[config.mk]
export PLATFORM = sky130hd
export DESIGN_NAME = if_id_skid_stage_flat
export DESIGN_NICKNAME = d
export VERILOG_FILES = /design/src/rtl/if_id_skid_stage_if.sv /design/src/rtl/if_id_skid_stage.sv /design/src/flat_wrapper.sv
export SDC_FILE = /design/constraint.sdc
export NUM_CORES = 1
export LEC_CHECK = 0
export ABC_CLOCK_PERIOD_IN_PS = 1550
export BUFFER_PORTS_ARGS = -buffer_cell sky130_fd_sc_hd__buf_2
export CORE_MARGIN = 10
export CORE_UTILIZATION = 46
export DETAILED_ROUTE_END_ITERATION = 10
export PLACE_DENSITY = 0.74
export REMOVE_ABC_BUFFERS = 1
export SYNTH_ARGS = -nofsm -noshare
export SYNTH_HDL_FRONTEND = slang
export SYNTH_SLANG_ARGS = --single-unit
[constraint.sdc]
create_clock -name clk_i -period 1.55 [get_ports clk_i]
set_input_delay 0.0775 -clock clk_i [delete_from_list [all_inputs] [get_ports clk_i]]
set_output_delay 0.0775 -clock clk_i [all_outputs]
set_load 0.005 [all_outputs]
[src/rtl/if_id_skid_stage_if.sv]
// Fetch-to-IF/ID handshake bundle: fetch drives a valid address/instruction
// pair, and the stage answers with ready.
interface if_id_skid_stage_if #(
  parameter int ADDR_W = 32
);
  logic              in_valid_i;
  logic              in_ready_o;
  logic [ADDR_W-1:0] inst_addr_i;
  logic [31:0]       inst_i;

  modport master (
    output in_valid_i,
    output inst_addr_i,
    output inst_i,
    input  in_ready_o
  );

  modport slave (
    input  in_valid_i,
    input  inst_addr_i,
    input  inst_i,
    output in_ready_o
  );
endinterface

[src/rtl/if_id_skid_stage.sv]
// IF/ID pipeline register with a valid/ready handshake, a 1-entry skid buffer,
// flush-to-bubble, MIPS field slicing and a saturating stall/flush counter.
module if_id_skid_stage #(
  parameter int          ADDR_W   = 32,
  parameter logic [31:0] NOP_INST = 32'hFC00_0000,
  parameter int          CNT_W    = 16
) (
  input  logic                clk_i,
  input  logic                rst_n_i,
  if_id_skid_stage_if.slave   fetch,
  input  logic                stall_i,
  input  logic                flush_i,
  output logic                out_valid_o,
  output logic [ADDR_W-1:0]   inst_addr_o,
  output logic [31:0]         inst_o,
  output logic [5:0]          op_o,
  output logic [4:0]          rs_o,
  output logic [4:0]          rt_o,
  output logic [4:0]          rd_o,
  output logic [15:0]         imm_o,
  output logic [25:0]         jaddr_o,
  output logic [CNT_W-1:0]    bubble_cnt_o
);

  logic              r_out_valid;
  logic [ADDR_W-1:0] r_out_addr;
  logic [31:0]       r_out_inst;
  logic              r_skid_valid;
  logic [ADDR_W-1:0] r_skid_addr;
  logic [31:0]       r_skid_inst;
  logic [CNT_W-1:0]  r_cnt;

  logic              w_out_valid;
  logic [ADDR_W-1:0] w_out_addr;
  logic [31:0]       w_out_inst;
  logic              w_skid_valid;
  logic [ADDR_W-1:0] w_skid_addr;
  logic [31:0]       w_skid_inst;
  logic [CNT_W-1:0]  w_cnt;
  logic              w_accept;

  // Ready comes straight from the skid flop, so stall/flush never reach it combinationally.
  assign fetch.in_ready_o = ~r_skid_valid;
  assign w_accept         = fetch.in_valid_i & ~r_skid_valid;

  always_comb begin
    w_out_valid  = r_out_valid;
    w_out_addr   = r_out_addr;
    w_out_inst   = r_out_inst;
    w_skid_valid = r_skid_valid;
    w_skid_addr  = r_skid_addr;
    w_skid_inst  = r_skid_inst;
    w_cnt        = r_cnt;

    if (flush_i) begin
      w_out_valid  = 1'b0;
      w_out_addr   = '0;
      w_out_inst   = NOP_INST;
      w_skid_valid = 1'b0;
    end else if (stall_i) begin
      if (w_accept) begin
        w_skid_valid = 1'b1;
        w_skid_addr  = fetch.inst_addr_i;
        w_skid_inst  = fetch.inst_i;
      end
    end else if (r_skid_valid) begin
      w_out_valid  = 1'b1;
      w_out_addr   = r_skid_addr;
      w_out_inst   = r_skid_inst;
      w_skid_valid = 1'b0;
    end else if (w_accept) begin
      w_out_valid  = 1'b1;
      w_out_addr   = fetch.inst_addr_i;
      w_out_inst   = fetch.inst_i;
    end else begin
      w_out_valid  = 1'b0;
      w_out_addr   = '0;
      w_out_inst   = NOP_INST;
    end

    if ((stall_i | flush_i) && (r_cnt != {CNT_W{1'b1}})) begin
      w_cnt = r_cnt + 1'b1;
    end
  end

  always_ff @(posedge clk_i or negedge rst_n_i) begin
    if (!rst_n_i) begin
      r_out_valid  <= 1'b0;
      r_out_addr   <= '0;
      r_out_inst   <= NOP_INST;
      r_skid_valid <= 1'b0;
      r_skid_addr  <= '0;
      r_skid_inst  <= NOP_INST;
      r_cnt        <= '0;
    end else begin
      r_out_valid  <= w_out_valid;
      r_out_addr   <= w_out_addr;
      r_out_inst   <= w_out_inst;
      r_skid_valid <= w_skid_valid;
      r_skid_addr  <= w_skid_addr;
      r_skid_inst  <= w_skid_inst;
      r_cnt        <= w_cnt;
    end
  end

  assign out_valid_o  = r_out_valid;
  assign inst_addr_o  = r_out_addr;
  assign inst_o       = r_out_inst;
  assign op_o         = r_out_inst[31:26];
  assign rs_o         = r_out_inst[25:21];
  assign rt_o         = r_out_inst[20:16];
  assign rd_o         = r_out_inst[15:11];
  assign imm_o        = r_out_inst[15:0];
  assign jaddr_o      = r_out_inst[25:0];
  assign bubble_cnt_o = r_cnt;

endmodule

[src/flat_wrapper.sv]
// flat-port wrapper written by rule: the top's interface ports become plain ports
module if_id_skid_stage_flat 
#(
  parameter int          ADDR_W   = 32,
  parameter logic [31:0] NOP_INST = 32'hFC00_0000,
  parameter int          CNT_W    = 16
)
  (clk_i, rst_n_i, stall_i, flush_i, out_valid_o, inst_addr_o, inst_o, op_o, rs_o, rt_o, rd_o, imm_o, jaddr_o, bubble_cnt_o, fetch_in_valid_i, fetch_inst_addr_i, fetch_inst_i, fetch_in_ready_o);
  if_id_skid_stage_if #(.ADDR_W(ADDR_W)) fetch_i ();
  input  logic clk_i;
  input  logic rst_n_i;
  input  logic stall_i;
  input  logic flush_i;
  output logic out_valid_o;
  output logic [ADDR_W-1:0] inst_addr_o;
  output logic [31:0] inst_o;
  output logic [5:0] op_o;
  output logic [4:0] rs_o;
  output logic [4:0] rt_o;
  output logic [4:0] rd_o;
  output logic [15:0] imm_o;
  output logic [25:0] jaddr_o;
  output logic [CNT_W-1:0] bubble_cnt_o;
  input wire logic [$bits(fetch_i.in_valid_i)-1:0] fetch_in_valid_i;
  input wire logic [$bits(fetch_i.inst_addr_i)-1:0] fetch_inst_addr_i;
  input wire logic [$bits(fetch_i.inst_i)-1:0] fetch_inst_i;
  output wire logic [$bits(fetch_i.in_ready_o)-1:0] fetch_in_ready_o;
  assign fetch_i.in_valid_i = fetch_in_valid_i;
  assign fetch_i.inst_addr_i = fetch_inst_addr_i;
  assign fetch_i.inst_i = fetch_inst_i;
  assign fetch_in_ready_o = fetch_i.in_ready_o;
  if_id_skid_stage #(.ADDR_W(ADDR_W), .NOP_INST(NOP_INST), .CNT_W(CNT_W)) u_core (.clk_i(clk_i), .rst_n_i(rst_n_i), .fetch(fetch_i), .stall_i(stall_i), .flush_i(flush_i), .out_valid_o(out_valid_o), .inst_addr_o(inst_addr_o), .inst_o(inst_o), .op_o(op_o), .rs_o(rs_o), .rt_o(rt_o), .rd_o(rd_o), .imm_o(imm_o), .jaddr_o(jaddr_o), .bubble_cnt_o(bubble_cnt_o));
endmodule
==> reports/results.tsv <==
stage	metric	value	unit
timing	final setup fails	0	
worst_setup_path	Crit path max-delay family	simple AND/OR/NAND/NOR gates	
die	core area	0.0145	mm2
route	remaining design rule violation count	0	
clock_tree	H-tree depth	4	
worst_setup_path	critical path capture point type	flop	
worst_setup_path	Cell Chain, Critical Path	ha_2 -> nand3_2 -> and4b_2 -> buf_6 -> nor4b_4 -> xor2_1	
global_routing	met2 track demand over resource	31.8	%
worst_setup_path	WS Path Type	reg2reg	
timing	final hold vios	0	
timing	minimum clock period	1520	ps
clock_tree	CTS max path bufs	2	
die	row count	44	
timing	Worst Tran Pin Value	555	ps
yosys	count leader, synth	dfrtp_1	
global_routing	first-pass GRT wire length	30.7	mm
layout	fin nets	875	
placement	RD Place Congestion	0.825	
yosys	share of flip-flops with an asynchronous set or reset	100	%
timing	Final Max Tran Viols	0	
route	Routed WL	18.9	mm
timing	Worst Skew	6.18	ps
route	Routed Antenna Nets	0	
yosys	largest area contributor in the netlist	dfrtp_1	
layout	area delta synth->final	34.7	%
hold_path	worst hold path type	in2reg	
timing	maximum clock rate	0.656	GHz
route	via count	5414	
clock_tree	Clk Latency, worst-skew pair	420	ps
worst_setup_path	slowest CP cell	dfrtp_1	
global_routing	GRT met1 Usage	21.2	%
worst_setup_path	CP Data Arrival Time	1860	ps
global_routing	vias in the first global route	6084	
layout	share of layout cells above drive strength 1	38.9	%
worst_setup_path	crit-path max FO	4	
die	initial core utilization	47.0	%
timing	unrepaired setup endpoints after global routing	yes	
route	Avg WL per Cell	18.8	um
yosys	syn avg cell area	12.0	um2
yosys	flops & latches, synth	146	
yosys	Synth top area share	49.1	%
clock_tree	CTS tree	done	
global_routing	largest net degree at the start of global routing	68	
route	DRT Pass-1 Iters	4	
flow_run	# Max-Cap Violations	0	
worst_setup_path	worst path required time	1890	ps
worst_setup_path	worst path bufs/invs	1	
global_routing	met3 Usage GRT	5.71	%
yosys	sequential share of the synthesized area	53.7	%
die	Die Wd	142	um
route	DR iter-0 viols	232	
layout	final std cells w/o fill	1005	
die	IO Pins	214	
global_routing	Overflow after GRT	0	
run_status	status	finished clean	
layout	design area	0.00920	mm2
power	Leakage	4.39	nW
global_routing	initial antenna violation count	3	
placement	placed instance count	901	
route	vias per cell	5.39	
die	Die Ht	142	um
power	worst vdd ir	808	uV
die	die area	0.0201	mm2
timing	Final Cycle Share	98.4	%
timing	Slew HR	63.0	%
power	pwr dens	1190	mW/mm2
worst_setup_path	CP max stage delay	390	ps
placement	placed inst area	0.00782	mm2
yosys	Top FF cell, synth	dfrtp_1	
yosys	cells after synthesis	571	
yosys	post-synthesis cell type count	37	
worst_setup_path	CP Launch Type	flop	
layout	number of fill cells	1135	
clock_tree	clock sink total	146	
yosys	Post-synth top cells	134 x dfrtp_1, 64 x buf_4, 63 x nor3_1, 60 x mux2_1, 60 x nor2b_1	
placement	DP HPWL	12.3	mm
yosys	synthesized area	0.00683	mm2
yosys	Ys Warns	0	
global_routing	busiest grt layer	met2	
clock_tree	root buf cell	clkbuf_16	
placement	PortBufs	213	
yosys	Post-synth EDFFs	0	
global_routing	All-Layer GR Usage	18.6	%
clock_tree	clock slew at reported path FFs	60	ps
yosys	synth top area cells	dfrtp_1 49%, mux2_1 9.9%, a221oi_1 7.4%	
clock_tree	CTS buffer count	17	
per-layer routing:
metal  vias up  part of all wire [%]
met4         0                   1.9
met1      2716                    41
li1       2477                     -
met3        32                   6.6
met2       189                    51
met5         -                     0
report_power, final:
part	switching [mW]	internal (mW)	total, mW	leakage (nW)
Sequential	0.374	4.43	4.80	1.80
Clock	1.62	2.40	4.01	0.273
Combinational	0.983	1.11	2.10	2.31
stage by stage:
step	power [mW]	setup TNS (ps)	utilization, %	hold slack (ps)	setup slack, ps
finish	10.9	0	63.3	28.7	25.1
global route	11.4	-105	63.3	26.9	-64.5
detailed placement	6.74	-29.9	53.8	19.9	-14.1
CTS	11.0	-172	62.8	6.83	-29.8
floorplan	5.62	-176340	-	-218	-1900
global placement	6.63	0	53.8	12.3	29.5
flip-flops by register name, indices dropped and copies added (netlist names):
register / cells
u_core.inst_o: 32
u_core.bubble_cnt_o: 16
u_core.r_skid_valid: 1
u_core.out_valid_o: 1
u_core.r_skid_addr: 32
u_core.inst_addr_o: 32
u_core.r_skid_inst: 32
final timing paths:
path	start	to	slack, ps	cells past startpoint
hold / removal	flush_i	u_core.inst_addr_o[15]$_DFFE_PN0N_	30	3
min in group asynchronous	rst_n_i	u_core.bubble_cnt_o[8]$_DFFE_PN0P_	140	2
hold reg to reg	u_core.r_skid_inst[12]$_DFFE_PN0P_	u_core.r_skid_inst[12]$_DFFE_PN0P_	490	1
max in group asynchronous	rst_n_i	u_core.inst_o[26]$_DFFE_PN1N_	780	3
setup / recovery	u_core.bubble_cnt_o[0]$_DFFE_PN0P_	u_core.bubble_cnt_o[15]$_DFFE_PN0P_	30	6
setup reg to reg	u_core.bubble_cnt_o[0]$_DFFE_PN0P_	u_core.bubble_cnt_o[15]$_DFFE_PN0P_	30	6
logic make-up after synthesis:
logic type	share of synthesized area [%]
AO/OA/AOI/OAI	9.20
XOR/XNOR	1.92
adder cells (fa/ha/maj)	0.183
buffers and inverters	10.4
flip-flops	53.7
multiplexers	10.8
AND/OR/NAND/NOR	13.8
worst min-delay path, cell delays in order:
cell,delay (ps)
buf_2,110
buf_4,150
nor3_1,60
placed cells by master, fill, tap and decap left out, types with 4 or more instances in the layout:
cell | Yosys | final
buf_2 | 8 | 211
dfrtp_1 | 134 | 133
dlygate4sd3_1 | 0 | 66
mux2_1 | 60 | 60
nor2b_1 | 60 | 59
nor3_1 | 63 | 59
a221oi_1 | 58 | 58
buf_4 | 64 | 31
clkbuf_16 | 0 | 17
nor2_1 | 12 | 12
dfstp_2 | 12 | 12
xor2_1 | 10 | 10
buf_12 | 0 | 9
o22ai_1 | 6 | 6
a211o_1 | 6 | 6
and4_1 | 5 | 5
nand2_1 | 5 | 5
xnor2_1 | 5 | 5
clkinvlp_4 | 0 | 5
clkinv_2 | 0 | 5
nand3_1 | 5 | 4
mux2_2 | 4 | 4
layout make-up:
| cell class | count | area (um2) | share of cell area (%) |
|---|---|---|---|
| Antenna cell | 3 | 7.51 | 0.0816 |
| Tap cell | 184 | 230 | 2.50 |
| Clock inverter | 14 | 140 | 1.52 |
| Sequential cell | 146 | 3670 | 39.9 |
| Timing Repair Buffer | 321 | 2190 | 23.8 |
| Clock buffer | 18 | 439 | 4.77 |
| Inverter | 2 | 7.51 | 0.0816 |
| Multi-Input combinational cell | 317 | 2510 | 27.3 |
repair_timing:
action | in CTS | in global routing
buffers inserted | 1 | 1
hold buffers | 66 | 0
pin swaps | 2 | 2
resized for setup | 4 | 11
endpoints found under the setup margin | 23 | 59
gates cloned | 1 | 0
hold endpoints to repair | 226 | 0
No activity file was read; power rests on OpenSTA's default activity.
